File: src/rtl/fir_pkg.sv
// Shared widths, FSM encodings, default taps and output saturation for the TDM FIR.
// Widths here define the packed sample, coefficient and accumulator formats.
package fir_pkg;

    localparam int NCH   = 4;
    localparam int NTAPS = 8;
    localparam int DW    = 12;
    localparam int CW    = 8;
    localparam int AW    = 24;
    localparam int FRAC  = 6;
    localparam int CHW   = $clog2(NCH);
    localparam int TW    = $clog2(NTAPS);
    localparam int PW    = CW + DW;

    localparam logic [1:0] IDLE = 2'd0;
    localparam logic [1:0] MAC  = 2'd1;
    localparam logic [1:0] OUT  = 2'd2;

    localparam logic signed [CW-1:0] COEF_DEFAULT [NTAPS] =
        '{8'sd0, -8'sd1, 8'sd6, 8'sd28, 8'sd28, 8'sd6, -8'sd1, 8'sd0};

    // Drop FRAC bits, then clamp anything that no longer fits in DW bits.
    function automatic logic signed [DW-1:0] saturate(input logic signed [AW-1:0] a);
        logic signed [AW-1:0] s;
        s = a >>> FRAC;
        if (&s[AW-1:DW-1] || ~|s[AW-1:DW-1])
            return s[DW-1:0];
        else if (s[AW-1])
            return {1'b1, {(DW-1){1'b0}}};
        else
            return {1'b0, {(DW-1){1'b1}}};
    endfunction

endpackage

File: src/rtl/fir_tdm_sched_rr_arbiter.sv
// Round-robin arbiter: one-hot grant searching upward from the last accepted requester.
// Latency: combinational grant; pointer moves on the clock edge carrying accept.
// Backpressure: grant is forced to zero while en is low.
module rr_arbiter #(
    parameter int N  = 4,
    parameter int IW = 2
) (
    input  logic          clk,
    input  logic          rst,
    input  logic [N-1:0]  req,
    input  logic          en,
    input  logic          accept,
    output logic [N-1:0]  grant,
    output logic [IW-1:0] grant_idx
);

    logic [IW-1:0] ptr;
    logic [IW-1:0] idx;
    logic          found;

    always_comb begin
        grant     = '0;
        grant_idx = '0;
        idx       = '0;
        found     = 1'b0;
        // Offset N wraps back to ptr itself, so the last winner is checked last.
        for (int i = 1; i <= N; i++) begin
            idx = ptr + IW'(i);
            if (en && !found && req[idx]) begin
                found      = 1'b1;
                grant[idx] = 1'b1;
                grant_idx  = idx;
            end
        end
    end

    always_ff @(posedge clk) begin
        if (rst)
            ptr <= IW'(N - 1);
        else if (accept)
            ptr <= grant_idx;
    end

endmodule

File: src/rtl/fir_tdm_sched.sv
// Time-shared 8-tap FIR: round-robin picks a channel, one tap per cycle through one multiplier.
// Latency: accept at edge T, out_valid from edge T+NTAPS+1; one sample per NTAPS+3 cycles.
// Backpressure: result held in OUT until out_ready; no inputs or coef writes accepted meanwhile.
module fir_tdm_sched
    import fir_pkg::*;
(
    input  logic                clk,
    input  logic                rst,
    input  logic [NCH-1:0]      in_valid,
    input  logic [NCH*DW-1:0]   in_data,
    output logic [NCH-1:0]      in_ready,
    input  logic                coef_we,
    input  logic [TW-1:0]       coef_addr,
    input  logic [CW-1:0]       coef_wdata,
    output logic                coef_ready,
    output logic                out_valid,
    output logic [CHW-1:0]      out_ch,
    output logic [DW-1:0]       out_data,
    input  logic                out_ready
);

    localparam int KW = $clog2(NTAPS + 1);

    logic [1:0]              state;
    logic [KW-1:0]           k;
    logic [CHW-1:0]          gsel;
    logic [CHW-1:0]          grant_idx;
    logic [TW-1:0]           tap;
    logic signed [AW-1:0]    acc;
    logic signed [AW-1:0]    acc_sum;
    logic signed [PW-1:0]    prod;
    logic signed [PW-1:0]    mul;
    logic signed [CW-1:0]    coef [NTAPS];
    logic signed [DW-1:0]    dl   [NCH][NTAPS];
    logic                    arb_en;
    logic                    accept;

    assign arb_en     = (state == IDLE) && !coef_we && !rst;
    assign coef_ready = (state == IDLE) && !rst;
    assign accept     = |(in_valid & in_ready);
    assign tap        = k[TW-1:0];
    assign mul        = coef[tap] * dl[gsel][tap];
    assign acc_sum    = acc + {{(AW-PW){prod[PW-1]}}, prod};

    rr_arbiter #(
        .N  (NCH),
        .IW (CHW)
    ) u_arb (
        .clk       (clk),
        .rst       (rst),
        .req       (in_valid),
        .en        (arb_en),
        .accept    (accept),
        .grant     (in_ready),
        .grant_idx (grant_idx)
    );

    // The product is registered, so MAC spends NTAPS+1 cycles: the last one only adds tap NTAPS-1.
    always_ff @(posedge clk) begin
        if (rst) begin
            state     <= IDLE;
            k         <= '0;
            gsel      <= '0;
            acc       <= '0;
            prod      <= '0;
            out_valid <= 1'b0;
            out_ch    <= '0;
            out_data  <= '0;
            for (int t = 0; t < NTAPS; t++)
                coef[t] <= COEF_DEFAULT[t];
            for (int c = 0; c < NCH; c++)
                for (int t = 0; t < NTAPS; t++)
                    dl[c][t] <= '0;
        end else begin
            case (state)
                IDLE: begin
                    if (coef_we) begin
                        coef[coef_addr] <= coef_wdata;
                    end else if (accept) begin
                        for (int t = NTAPS - 1; t > 0; t--)
                            dl[grant_idx][t] <= dl[grant_idx][t-1];
                        dl[grant_idx][0] <= in_data[grant_idx*DW +: DW];
                        gsel  <= grant_idx;
                        acc   <= '0;
                        prod  <= '0;
                        k     <= '0;
                        state <= MAC;
                    end
                end
                MAC: begin
                    acc  <= acc_sum;
                    prod <= mul;
                    k    <= k + KW'(1);
                    if (k == KW'(NTAPS)) begin
                        out_data  <= saturate(acc_sum);
                        out_ch    <= gsel;
                        out_valid <= 1'b1;
                        state     <= OUT;
                    end
                end
                OUT: begin
                    if (out_ready) begin
                        out_valid <= 1'b0;
                        state     <= IDLE;
                    end
                end
                default: state <= IDLE;
            endcase
        end
    end

endmodule

File: config.mk
export PLATFORM = sky130hd
export DESIGN_NAME = fir_tdm_sched
export DESIGN_NICKNAME = d
export VERILOG_FILES = /design/src/rtl/fir_pkg.sv /design/src/rtl/fir_tdm_sched_rr_arbiter.sv /design/src/rtl/fir_tdm_sched.sv
export SDC_FILE = /design/constraint.sdc
export NUM_CORES = 1
export LEC_CHECK = 0
export CAP_MARGIN = 0
export CORE_UTILIZATION = 50
export CTS_CLUSTER_SIZE = 10
export DETAILED_ROUTE_END_ITERATION = 16
export PLACE_DENSITY = 0.68
export SYNTH_ARGS = -nofsm -noshare
export SYNTH_HDL_FRONTEND = slang
export SYNTH_HIERARCHICAL = 1
export SYNTH_SLANG_ARGS = --single-unit
File: constraint.sdc
create_clock -name clk -period 16.75 [get_ports clk]
set_clock_uncertainty 0.2 [all_clocks]
set_input_delay 2.5125 -clock clk [delete_from_list [all_inputs] [get_ports clk]]
set_output_delay 2.5125 -clock clk [all_outputs]
set_load 0.005 [all_outputs]
==> results.md, run 1 <==
- Post-DP HPWL: 40100 um
- # IOs: 87
- Worst Path Buf+Inv: 7
- Area Growth Syn to Fin: 10.8%
- Drt first-iter violations: 1259
- Share of cells above drive strength 1: 0.177
- DIE AREA: 61200 um^2
- Min cycle time layout: 8.83 ns
- Post-synthesis adder-cell area fraction: 0.0823
- Hold Path Class: reg2reg
- WHS Path Cells: 2
- Via Count: 18195
- CTS Sinks: 522
- Routed wire length: about 67000 um
- Htree depth: 2
- Compound-cell area share of the yosys netlist: 0.0457
- Global route overflow: 0
- RePlAce Congestion: 0.836
- Max_slew headroom: 0.240
- CP top delay family: adder cells
- Element type at the critical path start: flip-flop
- Pwr dens: about 110 nW/um^2
- Worst vdd ir: 82.8 uV
- Setup crit end kind: flip-flop
- Crit Path Max Fanout: 39
- Main combinational cell family by area after synthesis: multiplexers
- Commonest cells post-synth: edfxtp_1, mux4_2, nor2b_1
- Synthesized Nets: 2410
- Crit path depth: 24
- Clk Tree Root Cell: clkbuf_16
- Final #Nets: 2442
- Fmax: between 100 and 150 MHz
- TNS Setup: 0 ns
- First-pass GRT wire length: around 110000 um
- Synth cell types: 70
- Post-synth top area cell: edfxtp_1
- Worst Path Arrival: 9.16 ns
- Worst path cell trace: buf_4 > buf_4 > mux4_2 > mux4_2 > mux2i_1 > nor2_1 > fa_1 > inv_1 > fa_1 > inv_1 > fa_1 > inv_1 > fa_1 > inv_1 > ha_1 > inv_1 > o21bai_1 > a21oi_1 > o21ai_0 > a41oi_1 > a21oi_1 > a31oi_1 > or4_1 > nand3_1
- Hold_buf cts: 0
- Clock Tree Buf Depth: 3
- Top_reg_cell synth: edfxtp_1
- EDFF count, synth: roughly 450
- Synth Register Bits: 522
- Drt wl/cell: 22.1 um
- Most used standard cell by instance count after synthesis: edfxtp_1
- DRC: 0
- Synthesized area: 30100 um^2
- Simple-Gate Fraction of Synth Area: 0.143
- CP max stage cell: dfxtp_4
- Max Cap Viol: 0
- Largest net degree at the start of global routing: about 170
- Final setup viols: 0
- Fill count: 4731
- Routed Antenna Nets: 0
- Final total power: roughly 3.6 mW
- Diodes inserted: 0
- CP peak stage delay: 0.80 ns
- Seq/Total Area, Yosys: 0.496
- Syn Area/Cell: 13.7 um^2
- Die height: roughly 250 um
- Crit path kind: reg2reg
- Clock transition at path regs: 0.06 ns
- Cts repair resizes: 0
- Number of buffers created by CTS: 60
- CTS tree: done
- Tcrit/Tclk final: 0.527
- YS warnings: 6
- Crit-path most repeated cell: inv_1
- Clk_lat worst skew: 0.66 ns
- Vias per inst: 6.02
- Final Hold Viols: 0
- Post-Synth XOR/XNOR Area: 0.0111
- FFs w/ async S/R, synth: 0
- Vias in the first global route: 19340
- Die X: 247 um
- Top post-synthesis cells by area: edfxtp_1, mux4_2, fa_1
- Core Area: 59200 um^2
- Post-Syn Instances: 2193
- Max Slew Vio Count: 0
- Starting Density: 0.508
- Crit path required time: 17.08 ns
- Top cell type's share of synthesized area: 0.447
- GRT Util Overall: 0.227
- R2R cell count: 24
- Row Count: 89
- Initial antenna violation count: 1
- First drt pass iteration count: 5
- Post-synthesis mux area share: 0.187
- Post-CTS Setup Bufs: 0
- Worst-Margin Slew: 1.14 ns
- Leak: 12.0 nW
- Status: finished, final reports clean
- PortBufs: 86
- Unrepaired setup endpoints after global routing: false
==> worst paths after layout <==
kind                      from            to  slack, ns
hold reg to reg   out_data[11]  out_data[11]       0.29
hold / removal    out_data[11]  out_data[11]       0.29
setup / recovery     flip-flop      prod[18]       7.92
setup reg to reg     flip-flop      prod[18]       7.92
==> per-layer routing <==
metal / GRT usage / up-vias / wire [um]
met1: 0.296 / 9439 / 27700
met4: 0.0592 / 0 / 1330
met3: 0.0254 / 102 / 3030
met5: 0 / - / 0
met2: 0.404 / 453 / 34900
li1: - / 8201 / -
==> sequential cells by signal, indices dropped and copies added, names as in the netlist, named ones only <==
| signal | flops |
|---|---|
| dl | 384 |
| coef | 64 |
| acc | 24 |
| prod | 20 |
| out_data | 12 |
| k | 4 |
| gsel | 2 |
| out_ch | 2 |
| state | 2 |
| u_arb/ptr | 2 |
| out_valid | 1 |
==> final cells by class <==
type | instances | area (um^2) | area share
Sequential cell | 522 | 14900 | 0.448
Multi-Input combinational cell | 1407 | 14200 | 0.425
Clock buffer | 81 | 1600 | 0.0480
Timing Repair Buffer | 119 | 1120 | 0.0335
Tap cell | 773 | 967 | 0.0290
Inverter | 115 | 432 | 0.0129
Clock inverter | 7 | 119 | 0.00357
==> cells in the final DEF (no fill, tap or decap), drive strengths merged, types with 80 or more instances in the layout <==
| cell type | n |
|---|---|
| and2 | 147 |
| mux4 | 236 |
| and3 | 100 |
| nor2 | 170 |
| nor2b | 207 |
| inv | 118 |
| clkdlybuf4s50 | 85 |
| fa | 80 |
| clkbuf | 81 |
| edfxtp | 448 |
==> tightest hold or removal path: stages (launching register included) <==
cell	delay, ns
dfxtp_1	0.31
nand2b_1	0.06
a21oi_1	0.07
==> kinds of logic (layout without fill, tap and decap cells) <==
kind of cell	Yosys count	in the layout
simple gates	764	764
flops	522	522
mux	265	265
buf+inv	264	322
compound gates	190	190
fa+ha+maj	150	150
xor+xnor	38	38
==> power by group <==
part	leakage (nW)	switching, mW	internal [mW]
clock	0.831	0.516	0.676
combinational	6.07	0.523	0.422
sequential	5.14	0.0329	1.47
==> metrics by stage <==
stage                     utilization  std cells  area, um^2  hold WS [ns]  worst slack, ns
final                           0.563       3024       33300         0.290             7.92
after CTS                       0.563       3024       33300         0.293             7.74
after detailed placement        0.534       2936       31600         0.281             7.82
after global placement          0.534       2936       31600         0.273             7.91
after global routing            0.563       3024       33300         0.322             7.12
after floorplan                     -       2193       30100         0.259             8.86
Power figures use the tool's default switching activity.
==> inputs of run 2 (changes only) <==
==> constraint.sdc (replaced) <==
create_clock -name clk -period 9.15 [get_ports clk]
set_clock_uncertainty 0.2 [all_clocks]
set_input_delay 1.3725 -clock clk [delete_from_list [all_inputs] [get_ports clk]]
set_output_delay 1.3725 -clock clk [all_outputs]
set_load 0.005 [all_outputs]
==> run 2 against run 1 <==
Setup slack lost 6.3 ns. Cell count is 1.0% higher. Worst hold slack got worse by 0.0044 ns. Fmax rose by 18%. Critical path depth shrank 1. Combinational power increased by 86%. Global-route usage grew 0.76 points. Sequential share of layout area decreased by 0.21 points. Utilization grew 0.26 points. Clock power rose by 84%.
==> results.md, run 2 (synthesized netlist as in run 1, its figures left out) <==
- Initial antenna violation count: 0
- Worst Path Arrival: 7.87 ns
- Number of buffers created by CTS: 59
- CTS tree: done
- Max_slew headroom: 0.281
- Die height: 247 um
- Element type at the critical path start: flip-flop
- R2R cell count: 23
- Largest net degree at the start of global routing: 95
- Max Slew Vio Count: 0
- Hold Path Class: reg2reg
- Post-CTS Setup Bufs: 0
- Vias per inst: approximately 6.0
- Status: finished, final reports clean
- Final setup viols: 0
- Crit path required time: approximately 9.5 ns
- Pwr dens: 200 nW/um^2
- First-pass GRT wire length: 110000 um
- PortBufs: between 80 and 90
- Row Count: 89
- Flop2flop setup slack: 1.64 ns
- CP max stage cell: dfxtp_4
- HP Start: out_data[11]
- Starting Density: 0.508
- Core Area: between 50000 and 60000 um^2
- Routed Antenna Nets: 0
- Final Hold Viols: 0
- Crit path kind: reg2reg
- Share of cells above drive strength 1: 0.178
- TNS Setup: 0 ns
- Leak: 12.1 nW
- Hold_buf cts: 0
- Drt wl/cell: 22.5 um
- Area Growth Syn to Fin: 11.3%
- DRC: 0
- Via Count: approximately 18000
- Routed wire length: 68800 um
- Final #Nets: 2448
- Clock Tree Buf Depth: 3
- Final total power: 6.70 mW
- Post-DP HPWL: approximately 42000 um
- Tcrit/Tclk final: 0.820
- Worst vdd ir: 161 uV
- RR Endpoint: prod[18]
- # IOs: between 80 and 90
- Worst path cell trace: buf_12 > mux4_2 > mux4_2 > mux2i_1 > nor2_1 > fa_1 > inv_1 > fa_1 > inv_1 > fa_1 > inv_1 > fa_1 > inv_1 > ha_1 > inv_1 > o21bai_1 > a21oi_1 > o21ai_0 > a41oi_1 > a21oi_1 > a31oi_1 > or4_1 > nand3_1
- Unrepaired setup endpoints after global routing: false
- Clock transition at path regs: roughly 0.060 ns
- Diodes inserted: 0
- Vias in the first global route: approximately 19000
- Min cycle time layout: 7.51 ns
- WHS Path Cells: 2
- DIE AREA: 61200 um^2
- Most common cell after layout, fill and taps aside: edfxtp_1
- Clk Tree Root Cell: clkbuf_16
- First drt pass iteration count: 5
- CTS Sinks: 522
- Cts repair resizes: 0
- Top Registers: dl: 384 flops, coef: 64 flops, acc: 24 flops
- Setup crit end kind: flip-flop
- Global route overflow: 0
- Die X: 247 um
- Crit-path most repeated cell: inv_1
- RePlAce Congestion: 0.835
- Clk_lat worst skew: 0.63 ns
- CP peak stage delay: 0.77 ns
- Htree depth: 2
- Worst-Margin Slew: 1.08 ns
- Fmax: 133 MHz
- Crit Path Max Fanout: between 40 and 50
- Worst Hold End: out_data[11]
- Max Cap Viol: 0
- Fill count: 4702
- Most flop-heavy register: dl
- Drt first-iter violations: 1190
- GRT Util Overall: 0.235
- Max FFs per register: 384
- Most frequent cells in the layout: edfxtp_1, mux4_2, nor2b_1
==> run 2: worst max-delay path by stage <==
stage | cells after the start | end | slack [ns] | start
2_1_floorplan | 14 | dl[0][0] | 2.40 | in_valid[1]
3_3_place_gp | 23 | prod[18] | 1.68 | flip-flop
3_5_place_dp | 23 | prod[18] | 1.60 | flip-flop
4_1_cts | 23 | prod[18] | 1.59 | flip-flop
5_1_grt | 23 | prod[18] | 1.12 | flip-flop
6_report | 23 | prod[18] | 1.64 | flip-flop
==> run 2: area by class of cell <==
| cell class | count | area [um^2] | share of cell area |
|---|---|---|---|
| flip-flops and latches | 522 | 14900 | 0.446 |
| multi-input cells | 1407 | 14200 | 0.423 |
| clock buffers | 108 | 1710 | 0.0511 |
| repair buffers | 126 | 1230 | 0.0368 |
| well taps | 773 | 967 | 0.0289 |
| inverters | 115 | 432 | 0.0129 |
| clock inverters | 4 | 48.8 | 0.00146 |
==> run 2: stage by stage <==
stage | hold slack, ns | setup WS, ns | cell area, um^2 | util | instances
6_report | 0.286 | 1.64 | 33500 | 0.565 | 3055
3_5_place_dp | 0.277 | 1.60 | 31700 | 0.536 | 2943
5_1_grt | 0.308 | 1.12 | 33500 | 0.565 | 3055
3_3_place_gp | 0.263 | 1.68 | 31700 | 0.536 | 2943
4_1_cts | 0.291 | 1.59 | 33500 | 0.565 | 3055
2_1_floorplan | 0.259 | 2.40 | 30100 | - | 2193
==> run 2: worst max-delay path: cells and delay by family, from the launching register on <==
| family | cells | cell delay [ns] |
|---|---|---|
| AND/OR/NAND/NOR | 3 | 0.61 |
| adder cells (fa/ha/maj) | 5 | 2.33 |
| multiplexers | 3 | 1.68 |
| buffers and inverters | 6 | 0.66 |
| flip-flops | 1 | 0.77 |
| AO/OA/AOI/OAI | 6 | 1.12 |
==> run 2: layer usage <==
| metal | vias up | track usage | part of all wire |
|---|---|---|---|
| met5 | - | 0 | 0 |
| met4 | 0 | 0.0747 | 0.027 |
| met3 | 115 | 0.0295 | 0.048 |
| met2 | 477 | 0.405 | 0.51 |
| met1 | 9404 | 0.309 | 0.42 |
| li1 | 8248 | - | - |
==> run 2: power by group <==
group | leakage (nW) | switching (mW) | internal (mW)
combinational | 6.12 | 0.975 | 0.783
clock | 0.838 | 0.942 | 1.25
sequential | 5.14 | 0.0627 | 2.69
total | 12.1 | 1.98 | 4.72
==> inputs of run 3 (changes only) <==
==> constraint.sdc (replaced) <==
create_clock -name clk -period 7 [get_ports clk]
set_clock_uncertainty 0.2 [all_clocks]
set_input_delay 1.05 -clock clk [delete_from_list [all_inputs] [get_ports clk]]
set_output_delay 1.05 -clock clk [all_outputs]
set_load 0.005 [all_outputs]
==> run 3 against run 2 <==
Cell count increased by 0.26%. Final area is 0.81% higher. Via count rose by 0.14%. Setup slack got worse by 1.4 ns. Critical path type unchanged. Total power is 30% higher. Die area is the same. Wire length fell by 2.0%. Fmax rose by 12%. Critical path depth unchanged. Register-to-register slack worse by 1.4 ns. Largest cell class unchanged.
==> results.md, run 3 (synthesized netlist as in run 1, its figures left out) <==
- Status: finished, final reports clean
- Die X: between 200 and 250 um
- PortBufs: 86
- Crit path required time: 7.36 ns
- Pwr dens: 258 nW/um^2
- Uppermost layer routed: met4
- GRT Util Overall: 0.229
- First-pass GRT wire length: 108000 um
- CP top delay family: adder cells
- Flop2flop setup slack: 0.29 ns
- Fmax: about 150 MHz
- Hold Path Class: reg2reg
- Crit Path Max Fanout: 17
- Post-DP HPWL: 41900 um
- # IOs: 87
- Most frequent cells in the layout: edfxtp_1, mux4_2, nor2b_1
- Row Count: 89
- Worst-Margin Slew: 1.17 ns
- Vias per inst: about 6
- Fill count: 4763
- Min cycle time layout: 6.71 ns
- Most flop-heavy register: dl
- Final setup viols: 0
- Worst path cell trace: buf_12 > mux4_2 > mux4_2 > mux2i_2 > nor2_1 > fa_1 > inv_1 > fa_1 > inv_1 > fa_1 > inv_1 > fa_1 > inv_1 > ha_1 > inv_1 > o21bai_1 > a21oi_1 > o21ai_0 > a41oi_1 > a21oi_1 > a31oi_1 > or4_1 > nand3_1
- Core Area: just under 60000 um^2
- Htree depth: 2
- Global route overflow: 0
- Worst Path Buf+Inv: 6
- Top Registers: dl: 384 flops, coef: 64 flops, acc: 24 flops
- Clk Tree Root Cell: clkbuf_16
- DIE AREA: about 61000 um^2
- Via Count: 18270
- First drt pass iteration count: 5
- Max FFs per register: roughly 380
- Final Non-Filler Cells: between 3000 and 4000
- Vias in the first global route: 19221
- Final total power: slightly below 9 mW
- Worst Hold End: out_data[11]
- RR Endpoint: prod[18]
- Tcrit/Tclk final: 0.959
- CP max stage cell: fa_1
- HP Start: out_data[11]
- Largest net degree at the start of global routing: 97
- Max Slew Vio Count: 0
- Initial antenna violation count: 0
- Worst hold slack: roughly 0.28 ns
- Crit-path most repeated cell: inv_1
- RePlAce Congestion: about 0.87
- Wire length on met2: about 35000 um
- DRC: 0
- Met3 WL: 2890 um
- Worst Path Arrival: 7.07 ns
- Drt first-iter violations: 1385
- Routed Antenna Nets: 0
- Cell total after placement: approximately 3000
- Leak: about 12 nW
- Met1 WL: 28300 um
- Clock transition at path regs: 0.06 ns
- Number of buffers created by CTS: slightly below 60
- Diodes inserted: 0
- Element type at the critical path start: flip-flop
- Starting Density: 0.508
- Routed wire length: just under 70000 um
- Final #Nets: 2483
- R2R cell count: 23
- Max_slew headroom: 0.220
- Worst vdd ir: around 200 uV
- Drt wl/cell: 22.0 um
- Crit path kind: reg2reg
- Max Cap Viol: 0
- Final Hold Viols: 0
- CP peak stage delay: roughly 0.57 ns
- Share of cells above drive strength 1: 0.195
- Area Growth Syn to Fin: 12.2%
- CTS Sinks: 522
- Setup crit end kind: flip-flop
- Die height: 247 um
- Most common cell after layout, fill and taps aside: edfxtp_1
- WHS Path Cells: 2
- Clk_lat worst skew: 0.63 ns
- CTS tree: done
- Clock Tree Buf Depth: 3
-- run 3: timing repair --
item	4_1_cts	5_1_grt
buffers inserted	0	6
hold buffers	0	0
setup endpoints to repair	0	3
resized for setup	0	6
-- run 3: metrics by stage --
step	util	setup slack [ns]	setup TNS, ns	cell area [um^2]
2_1_floorplan	-	0.299	0	30100
3_3_place_gp	0.541	0.228	0	32000
3_5_place_dp	0.541	0.136	0	32000
4_1_cts	0.569	0.0996	0	33700
5_1_grt	0.570	-0.00184	-0.00184	33800
6_report	0.570	0.289	0	33800
-- run 3: power breakdown --
part           leakage [nW]  internal [mW]  switching [mW]
clock                 0.805           1.58            1.19
combinational          6.34           1.05            1.30
sequential             5.14           3.51          0.0780
-- run 3: worst max-delay path by stage --
stage | start | end | slack (ns) | cells after the start
floorplan | flip-flop | prod[18] | 0.30 | 25
global placement | flip-flop | prod[18] | 0.23 | 23
detailed placement | flip-flop | prod[18] | 0.14 | 23
CTS | flip-flop | prod[18] | 0.1 | 23
global route | flip-flop | prod[18] | -0.002 | 23
finish | flip-flop | prod[18] | 0.29 | 23
-- run 3: metal layers --
layer / GRT usage / vias to the layer above
li1: - / 8280
met4: 0.0626 / 0
met3: 0.0265 / 103
met1: 0.298 / 9448
met2: 0.404 / 439
met5: 0 / -
-- run 3: worst register-to-register path, delay by kind of cell, from the launching register on --
kind                     cells  cell delay [ns]
AO/OA/AOI/OAI                6             1.12
adder cells (fa/ha/maj)      5             2.36
buffers and inverters        6             0.50
flip-flops                   1             0.48
multiplexers                 3             1.37
AND/OR/NAND/NOR              3             0.58
-- run 3: layout make-up --
cell class	count	area (um^2)	share of cell area
clock buffer	81	1610	0.0477
clock inverter	4	48.8	0.00145
inverter	115	432	0.0128
multi-input combinational	1407	14200	0.420
sequential	522	14900	0.442
tap	773	967	0.0286
timing repair buffer	161	1580	0.0468
